--- config.mk ---
export PLATFORM = sky130hd
export DESIGN_NAME = alu_seq_arbiter_flat
export DESIGN_NICKNAME = d
export VERILOG_FILES = /design/src/rtl/alu_seq_arbiter_pkg.sv /design/src/rtl/alu_seq_arbiter_if.sv /design/src/rtl/alu_seq_arbiter_rr_arb2.sv /design/src/rtl/alu_seq_arbiter.sv /design/src/flat_wrapper.sv
export SDC_FILE = /design/constraint.sdc
export NUM_CORES = 1
export LEC_CHECK = 0
export CORE_MARGIN = 2
export CORE_UTILIZATION = 35
export DETAILED_ROUTE_END_ITERATION = 8
export PLACE_DENSITY = 0.66
export SYNTH_ARGS = -nofsm -noshare
export SYNTH_HDL_FRONTEND = slang
export SYNTH_SLANG_ARGS = --single-unit
--- constraint.sdc ---
create_clock -name clk -period 2.7 [get_ports clk]
set_clock_uncertainty 0.2 [all_clocks]
set_input_delay 0.54 -clock clk [delete_from_list [all_inputs] [get_ports clk]]
set_output_delay 0.54 -clock clk [all_outputs]
set_load 0.01 [all_outputs]
--- src/rtl/alu_seq_arbiter_pkg.sv ---
// Shared types and constants for the nibble-serial ALU sequencer and its arbiter.
package alu_pkg;

  typedef enum logic [1:0] {
    IDLE = 2'd0,
    RUN  = 2'd1,
    RESP = 2'd2
  } state_t;

  // Opcodes presented to the 4-bit arithmeticUnit.
  localparam logic [1:0] AU_OP_NONE = 2'b00;
  localparam logic [1:0] AU_OP_ADD  = 2'b01;
  localparam logic [1:0] AU_OP_SUB  = 2'b10;

  // Per-requester operation select on req_op.
  localparam logic OP_ADD = 1'b0;
  localparam logic OP_SUB = 1'b1;

  function automatic logic [1:0] oneHot2(input logic idx);
    return idx ? 2'b10 : 2'b01;
  endfunction

endpackage

--- src/rtl/alu_seq_arbiter_if.sv ---
// Requester-side bus of alu_seq_arbiter: two request channels in, one shared response out.
interface alu_seq_arbiter_if #(
  parameter int WIDTH = 8
);

  // Handshake: a transfer happens on a rising edge where valid & ready are both high.
  // A requester holds valid and its operands stable until accepted; ready may depend on valid.
  logic [1:0]         req_valid;
  logic [1:0]         req_ready;
  logic [1:0]         req_op;
  logic [1:0]         req_cin;
  logic [2*WIDTH-1:0] req_a;
  logic [2*WIDTH-1:0] req_b;
  logic [1:0]         rsp_valid;
  logic [1:0]         rsp_ready;
  logic [WIDTH-1:0]   rsp_y;
  logic               rsp_carry;
  logic               rsp_overflow;

  modport master (
    output req_valid, req_op, req_cin, req_a, req_b, rsp_ready,
    input  req_ready, rsp_valid, rsp_y, rsp_carry, rsp_overflow
  );

  modport slave (
    input  req_valid, req_op, req_cin, req_a, req_b, rsp_ready,
    output req_ready, rsp_valid, rsp_y, rsp_carry, rsp_overflow
  );

endinterface

--- src/rtl/alu_seq_arbiter_rr_arb2.sv ---
// Two-requester round-robin grant; the pointer only moves when the owner retires its response.
module rr_arb2
  import alu_pkg::*;
(
  input  logic       clk,
  input  logic       rst_n,
  input  logic [1:0] reqValid,
  input  logic       ptrLoad,
  input  logic       ptrNext,
  output logic [1:0] grant
);

  logic rrPtr;

  always_ff @(posedge clk or negedge rst_n) begin
    if (!rst_n) begin
      rrPtr <= 1'b0;
    end else if (ptrLoad) begin
      rrPtr <= ptrNext;
    end
  end

  always_comb begin
    grant = 2'b00;
    if (reqValid[rrPtr]) begin
      grant = oneHot2(rrPtr);
    end else if (reqValid[~rrPtr]) begin
      grant = oneHot2(~rrPtr);
    end
  end

endmodule

--- src/rtl/alu_seq_arbiter.sv ---
// Shares one 4-bit arithmeticUnit between two requesters, running WIDTH-bit add/sub one nibble per cycle.
module alu_seq_arbiter
  import alu_pkg::*;
#(
  parameter int WIDTH = 8
) (
  input  logic                clk,
  input  logic                rst_n,
  alu_seq_arbiter_if.slave    bus,
  output logic                busy,
  output logic [1:0]          au_opCode,
  output logic [3:0]          au_A,
  output logic [3:0]          au_B,
  output logic                au_CarryIN,
  input  logic [3:0]          au_add_Y,
  input  logic                au_CarryOUT,
  input  logic                au_overflow,
  output state_t              dbgState
);

  // WIDTH is expected to be a multiple of 4 and at least 4.
  localparam int NPASS = WIDTH / 4;
  localparam int PW    = (NPASS > 1) ? $clog2(NPASS) : 1;

  state_t            state;
  state_t            nextState;
  logic [1:0]        grant;
  logic              accept;
  logic              rspDone;
  logic              ownerReg;
  logic [WIDTH-1:0]  aReg;
  logic [WIDTH-1:0]  bReg;
  logic              opReg;
  logic              cinReg;
  logic [PW-1:0]     passCnt;
  logic              carryReg;
  logic [WIDTH-1:0]  resY;
  logic              rspCarryReg;
  logic              rspOvfReg;
  logic              lastPass;
  logic [3:0]        aNib;
  logic [3:0]        bNib;

  rr_arb2 u_arb (
    .clk      (clk),
    .rst_n    (rst_n),
    .reqValid (bus.req_valid),
    .ptrLoad  (rspDone),
    .ptrNext  (~ownerReg),
    .grant    (grant)
  );

  assign lastPass = (passCnt == PW'(NPASS - 1));
  assign aNib     = aReg[{passCnt, 2'b00} +: 4];
  assign bNib     = bReg[{passCnt, 2'b00} +: 4];

  always_ff @(posedge clk or negedge rst_n) begin
    if (!rst_n) begin
      state <= IDLE;
    end else begin
      state <= nextState;
    end
  end

  always_comb begin
    nextState     = state;
    busy          = 1'b0;
    accept        = 1'b0;
    rspDone       = 1'b0;
    bus.req_ready = 2'b00;
    bus.rsp_valid = 2'b00;
    au_opCode     = AU_OP_NONE;
    au_A          = 4'h0;
    au_B          = 4'h0;
    au_CarryIN    = 1'b0;
    case (state)
      IDLE: begin
        // Gated by rst_n so req_ready drops the instant reset asserts.
        bus.req_ready = rst_n ? grant : 2'b00;
        accept        = rst_n && (grant != 2'b00);
        if (accept) begin
          nextState = RUN;
        end
      end
      RUN: begin
        busy      = 1'b1;
        au_opCode = AU_OP_ADD;
        au_A      = aNib;
        // Subtract is A + ~B + 1 through the add path.
        au_B      = (opReg == OP_SUB) ? ~bNib : bNib;
        if (passCnt == '0) begin
          au_CarryIN = (opReg == OP_SUB) ? 1'b1 : cinReg;
        end else begin
          au_CarryIN = carryReg;
        end
        if (lastPass) begin
          nextState = RESP;
        end
      end
      RESP: begin
        busy          = 1'b1;
        bus.rsp_valid = oneHot2(ownerReg);
        rspDone       = bus.rsp_ready[ownerReg];
        if (rspDone) begin
          nextState = IDLE;
        end
      end
      default: begin
        nextState = IDLE;
      end
    endcase
  end

  always_ff @(posedge clk or negedge rst_n) begin
    if (!rst_n) begin
      ownerReg    <= 1'b0;
      aReg        <= '0;
      bReg        <= '0;
      opReg       <= OP_ADD;
      cinReg      <= 1'b0;
      passCnt     <= '0;
      carryReg    <= 1'b0;
      resY        <= '0;
      rspCarryReg <= 1'b0;
      rspOvfReg   <= 1'b0;
    end else begin
      if (accept) begin
        ownerReg <= grant[1];
        aReg     <= grant[1] ? bus.req_a[2*WIDTH-1:WIDTH] : bus.req_a[WIDTH-1:0];
        bReg     <= grant[1] ? bus.req_b[2*WIDTH-1:WIDTH] : bus.req_b[WIDTH-1:0];
        opReg    <= grant[1] ? bus.req_op[1]  : bus.req_op[0];
        cinReg   <= grant[1] ? bus.req_cin[1] : bus.req_cin[0];
        passCnt  <= '0;
      end
      if (state == RUN) begin
        resY[{passCnt, 2'b00} +: 4] <= au_add_Y;
        carryReg                    <= au_CarryOUT;
        passCnt                     <= passCnt + PW'(1);
        // Only the top nibble's carry and overflow describe the full-width result.
        if (lastPass) begin
          rspCarryReg <= au_CarryOUT;
          rspOvfReg   <= au_overflow;
        end
      end
    end
  end

  assign bus.rsp_y        = resY;
  assign bus.rsp_carry    = rspCarryReg;
  assign bus.rsp_overflow = rspOvfReg;
  assign dbgState         = state;

endmodule

--- src/flat_wrapper.sv ---
// flat-port wrapper written by rule: the top's interface ports become plain ports
module alu_seq_arbiter_flat import alu_pkg::*;
#(
  parameter int WIDTH = 8
)
  (clk, rst_n, busy, au_opCode, au_A, au_B, au_CarryIN, au_add_Y, au_CarryOUT, au_overflow, dbgState, bus_req_valid, bus_req_op, bus_req_cin, bus_req_a, bus_req_b, bus_rsp_ready, bus_req_ready, bus_rsp_valid, bus_rsp_y, bus_rsp_carry, bus_rsp_overflow);
  alu_seq_arbiter_if #(.WIDTH(WIDTH)) bus_i ();
  input  logic clk;
  input  logic rst_n;
  output logic busy;
  output logic [1:0] au_opCode;
  output logic [3:0] au_A;
  output logic [3:0] au_B;
  output logic au_CarryIN;
  input  logic [3:0] au_add_Y;
  input  logic au_CarryOUT;
  input  logic au_overflow;
  output state_t dbgState;
  input wire logic [$bits(bus_i.req_valid)-1:0] bus_req_valid;
  input wire logic [$bits(bus_i.req_op)-1:0] bus_req_op;
  input wire logic [$bits(bus_i.req_cin)-1:0] bus_req_cin;
  input wire logic [$bits(bus_i.req_a)-1:0] bus_req_a;
  input wire logic [$bits(bus_i.req_b)-1:0] bus_req_b;
  input wire logic [$bits(bus_i.rsp_ready)-1:0] bus_rsp_ready;
  output wire logic [$bits(bus_i.req_ready)-1:0] bus_req_ready;
  output wire logic [$bits(bus_i.rsp_valid)-1:0] bus_rsp_valid;
  output wire logic [$bits(bus_i.rsp_y)-1:0] bus_rsp_y;
  output wire logic [$bits(bus_i.rsp_carry)-1:0] bus_rsp_carry;
  output wire logic [$bits(bus_i.rsp_overflow)-1:0] bus_rsp_overflow;
  assign bus_i.req_valid = bus_req_valid;
  assign bus_i.req_op = bus_req_op;
  assign bus_i.req_cin = bus_req_cin;
  assign bus_i.req_a = bus_req_a;
  assign bus_i.req_b = bus_req_b;
  assign bus_i.rsp_ready = bus_rsp_ready;
  assign bus_req_ready = bus_i.req_ready;
  assign bus_rsp_valid = bus_i.rsp_valid;
  assign bus_rsp_y = bus_i.rsp_y;
  assign bus_rsp_carry = bus_i.rsp_carry;
  assign bus_rsp_overflow = bus_i.rsp_overflow;
  alu_seq_arbiter #(.WIDTH(WIDTH)) u_core (.clk(clk), .rst_n(rst_n), .bus(bus_i), .busy(busy), .au_opCode(au_opCode), .au_A(au_A), .au_B(au_B), .au_CarryIN(au_CarryIN), .au_add_Y(au_add_Y), .au_CarryOUT(au_CarryOUT), .au_overflow(au_overflow), .dbgState(dbgState));
endmodule
== Yosys cells after proc, flatten, opt, wreduce, memory -nomap -nowiden ==
Index checks and enable logic that the tools add are counted.

* Register bits after elaboration: 34
* Input bits: 48
* Output and inout bits: 28
* Logic and storage cells: 71

* $add $sub $neg: 2
* Magnitude comparators: 3
* Eq/ne operators: 5
* Shift operators: 4
* Mux-type cells: 35
* Bitwise operators: 3
* Reduce and logical (&&, ||, !) cells: 7

{| class="wikitable"
|+ Operators by type and width
! cell !! number
|-
| $mux W2 || 11
|-
| $mux W1 || 17
|-
| $mux W8 || 2
|-
| $shiftx A8 B4 Y4 || 2
|-
| $mux W4 || 3
|-
| $bwmux W8 || 1
|-
| $shift A4 B5 Y8 const A || 1
|-
| $shiftx A4 B5 Y8 || 1
|-
| $lt A1 B2 Y1 const B || 3
|-
| $ne A2 B1 Y1 const B || 3
|-
| $pmux W2 S3 || 1
|-
| $neg A3 Y5 || 1
|-
| $not A4 Y4 || 1
|-
| $reduce_bool A2 Y1 || 2
|-
| $reduce_and A3 Y1 || 1
|-
| $eq A2 B1 Y1 const B || 1
|-
| $eq A2 B2 Y1 const B || 1
|-
| $logic_not A2 Y1 || 1
|-
| $not A1 Y1 || 2
|-
| $reduce_and A2 Y1 || 1
|-
| $reduce_or A2 Y1 || 1
|-
| $add A1 B1 Y1 const B || 1
|-
| $logic_and A1 B1 Y1 || 1
|}

== Longest topological paths before layout ==
* Word-level depth: 10
* Depth in mapped cells: 6
* Mapped depth without buffers: 5

== By module ==
Synthesis repeated with hierarchy kept, for this count alone.

* Cells, all modules: 160
* Area total of the unflattened synthesis: 1774.2 µm²

{| class="wikitable"
|+ By module, submodules not included
! module !! instances !! cells an instance !! area an instance (µm²) !! seq. area each (µm²)
|-
| alu_seq_arbiter || 1 || 154 || 1721.7 || 825.8
|-
| rr_arb2 || 1 || 6 || 52.6 || 25.0
|}

== Worst setup path after synthesis ==
Ideal clock, no wire load.

* Path kind: register -> output
* Start: reg u_core.state[0], in the netlist u_core.dbgState[0]
* End: out bus_req_ready[0]
* Arrival: 1.220 ns
* Data required time: 1.960 ns
* Setup slack: 0.740 ns
* Stages on the path, launching flop included: 5
* Path buffers: 0
* Path through: dfrtp_1 -> inv_1 -> ha_1 -> nand2_1 -> a211oi_1

* Word-level cells in the longest chain between the ends: 2

{| class="wikitable"
|+ Ends and longest elaborated chain
! what !! line !! source
|-
| start: declaration || alu_seq_arbiter.sv:25 || <nowiki>state_t state;</nowiki>
|-
| start signal: assignment || alu_seq_arbiter.sv:61 || <nowiki>state <= nextState;</nowiki>
|-
| $logic_not A2 Y1 || alu_seq_arbiter.sv:76 || <nowiki>case (state)</nowiki>
|-
| $mux W2 || alu_seq_arbiter.sv:76 ||
|-
| end: declaration || flat_wrapper.sv:25 || <nowiki>output wire logic [$bits(bus_i.req_ready)-1:0] bus_req_ready;</nowiki>
|}

Every way passes these cells.

== Final worst setup path ==
* Start: reg u_core.state[1], in the netlist u_core.dbgState[1]
* End: out au_A[3]

* Word-level cells in the longest chain between the ends: 2

{| class="wikitable"
|+ Ends and longest elaborated chain
! what !! line !! source
|-
| $eq A2 B1 Y1 || alu_seq_arbiter.sv:76 ||
|-
| $mux W4 || alu_seq_arbiter.sv:76 ||
|-
| end: declaration || flat_wrapper.sv:12 || <nowiki>output logic [3:0] au_A;</nowiki>
|}

Every way passes these cells.

==> results_dict.tcl <==
set metrics [dict create \
    status "finished clean" \
    grt-busiest-layer "met2" \
    synth_nets 216 \
    critical_path.slowest_cell "clkdlybuf4s50_1" \
    clk_latency_ps 280 \
    crit_required_ps 1960 \
    crit_path_end "au_A[3]" \
    via_per_inst 4.54 \
    grt_pass1_wl_um 6980 \
    final_layout_size_suffix_gt1_share_pct 15.2 \
    use_met3_pct 5.36 \
    critPathLaunch "u_core.dbgState[1]" \
    grt_util_met1_pct 19.0 \
    maxCapViolations 0 \
    setup_violations 0 \
    hold_class "in -> async" \
    reg2reg_slack_ps 820 \
    power_density_mw_per_mm2 1020 \
    clk_pin_slew_ps 70 \
    crit_fanout 15 \
    cp.depth 5 \
    rr_startpoint "u_core.dbgState[1]" \
    cp-end-kind "primary output" \
    vias 1420 \
    antenna_found_initial 0 \
    drtAntennaViolNets 0 \
    grt_pass1_vias 1466 \
    fin_nets 293 \
    gr-total-overflow 0 \
    io_buffers 74 \
    cp_top_family "buffers and inverters" \
    fp.dieH_um 75.9 \
    met2_usage_pct 24.4 \
    numCtsBuffers 5 \
    cp-start-kind "flip-flop" \
    yosysSeqAreaShare_pct 47.0 \
    die_area_mm2 0.00577 \
    cp.arrival_ps 1850 \
    path_buf_inv 3 \
    reg2regPathDepth 6 \
    cts_root_buf "clkbuf_8" \
    tns_ps 0 \
    coreArea_mm2 0.00504 \
    drt_iter0_markers 59 \
    dpl.hpwl_um 2780 \
    io_pins 76 \
    totalWireLength_um 3820 \
    ir_worst_vdd_mv 0.459 \
    setup_slack_ps 110 \
    ys_types 31 \
    cts.path.max_buffers 2 \
    fillers 454 \
    ys_ff_latch 34 \
    rsz0062_at_grt "false" \
    timing.rr.end "u_core.dbgState[1]" \
    p_leak_uw 0.00122 \
    period_minus_slack_ps 2590 \
    syn_to_final_growth_pct 52.1 \
    min_period_over_period_pct 95.9 \
    start_util_pct 35.9 \
    grt_util_all_layers_pct 15.0 \
    routabilityCongestion 0.750 \
    cts.sinks 34 \
    yosys_warnings 0 \
    max_stage_delay_ps 550 \
    max_freq_mhz 386 \
    rows 26 \
    htreeDepth 2 \
    n_antenna_cell 0 \
    die_w_um 75.9 \
    drc 0 \
    post_cts_buffers 0 \
    grt_max_degree 38 \
    drtPass1Iterations 4 \
    netlist_instances 165 \
    syn_avg_cell_area_um2 11.0 \
    final_hold_viol_count 0 \
    slew_viol_final 0 \
    routedWlPerCell_um 12.2 \
    worstSetupPathType "reg -> out" \
    cts_tree "built" \
    syn-cell-area_mm2 0.00181 \
    place_ws_ps 8.54 \
    cp_cell_sequence "inv_1 -> ha_1 -> buf_6 -> nor2b_1 -> clkdlybuf4s50_1" \
]
cell usage after synthesis:
master	count	area share, %
nand3_2	1	0.55
o21ai_0	2	0.55
nand2_1	25	5.2
o211ai_4	1	1.2
a2bb2oi_1	1	0.48
nand2b_1	2	0.69
mux2_2	11	6.8
nor2b_1	5	1.7
nand3b_1	2	0.83
clkbuf_2	1	0.28
mux2_4	1	0.83
a211oi_1	1	0.41
ha_1	3	2.1
a21oi_1	1	0.28
o22ai_1	1	0.35
buf_2	1	0.28
and2_1	5	1.7
o21ai_1	16	4.4
inv_2	1	0.21
dfrtp_1	34	47
o21ai_2	3	1.5
inv_1	3	0.62
buf_4	4	1.7
buf_6	3	1.9
xnor2_1	4	1.9
nor2_1	1	0.21
nand2_2	1	0.35
conb_1	1	0.21
o311a_1	1	0.55
mux2i_1	27	15
clkbuf_1	2	0.41
placed cells by master, fill, tap and decap left out, drive strengths merged, types with 2 or more instances in the layout:
master and n:
and2 5, xnor2 4, dfrtp 34, nand2 26
clkdlybuf4s50 72, mux2i 27, nor2b 5, nand3b 2
nand2b 2, clkbuf 6, ha 3, o21ai 21
mux2 12, bufinv 2, inv 4, buf 8
sequential cells by signal (all words and copies together), names as in the netlist:
register / cells
u_core.aReg: 8
u_core.bReg: 8
u_core.bus.rsp_carry: 1
u_core.bus.rsp_overflow: 1
u_core.bus.rsp_y: 8
u_core.carryReg: 1
u_core.cinReg: 1
u_core.dbgState: 2
u_core.lastPass: 1
u_core.opReg: 1
u_core.ownerReg: 1
u_core.u_arb.rrPtr: 1
power by group:
part | switching, uW | internal (uW)
combinational | 553 | 777
clock | 185 | 394
sequential | 158 | 757
total | 895 | 1930
through the flow:
| stage | hold WS [ps] | instance area, um^2 | total power [uW] | cells | util (%) |
|---|---|---|---|---|---|
| finish | 133 | 2760 | 2820 | 313 | 54.6 |
| global route | 170 | 2760 | 3060 | 313 | 54.6 |
| CTS | 159 | 2750 | 2860 | 313 | 54.5 |
| detailed placement | 275 | 2610 | 2270 | 305 | 51.7 |
| global placement | 265 | 2610 | 2240 | 305 | 51.7 |
| floorplan | 44.4 | 1810 | 1720 | 165 | - |
worst min path at each step:
stage,startpoint,endpoint,slack (ps),cells after the start
finish,rst_n,u_core.aReg[0],130,2
global route,rst_n,u_core.aReg[0],170,2
CTS,rst_n,u_core.aReg[0],160,2
detailed placement,u_core.bReg[6],u_core.bReg[6],280,2
global placement,u_core.aReg[5],u_core.aReg[5],270,2
floorplan,rst_n,u_core.aReg[0],40,0
cell families after synthesis:
family,synth area share [%]
xor gates and xnor gates,1.93
and+or+nand+nor,11.3
muxes,22.6
other,0.207
buffers and inverters,5.32
adders and majority gates,2.07
AOI/OAI and AO/OA,9.67
DFF,47.0
worst register-to-register path: stages, from the launching register on:
cell	delay (ps)
dfrtp_1	390
inv_1	80
ha_1	190
buf_6	150
nand2b_1	310
nand3_2	140
mux2_4	310
area by class of cell:
cell class | count | area, um^2 | share of cell area [%]
Multi-Input combinational cell | 116 | 867 | 31.5
Sequential cell | 34 | 852 | 30.9
Timing Repair Buffer | 81 | 791 | 28.7
Tap cell | 70 | 87.6 | 3.18
Clock buffer | 6 | 82.6 | 3.00
Clock inverter | 2 | 60.1 | 2.18
Inverter | 4 | 15.0 | 0.545
timing repair:
| item | in CTS | in global routing |
|---|---|---|
| endpoints found under the setup margin | 1 | 7 |
| hold buffers | 0 | 0 |
| gates resized for setup | 1 | 3 |
layer usage:
layer  part of all wire [%]  up-vias
li1                       -      720
met1                     43      643
met5                      0        -
met4                    1.0        0
met3                    7.5        6
met2                     48       51
Note: power is estimated with default switching activity, not from simulation.
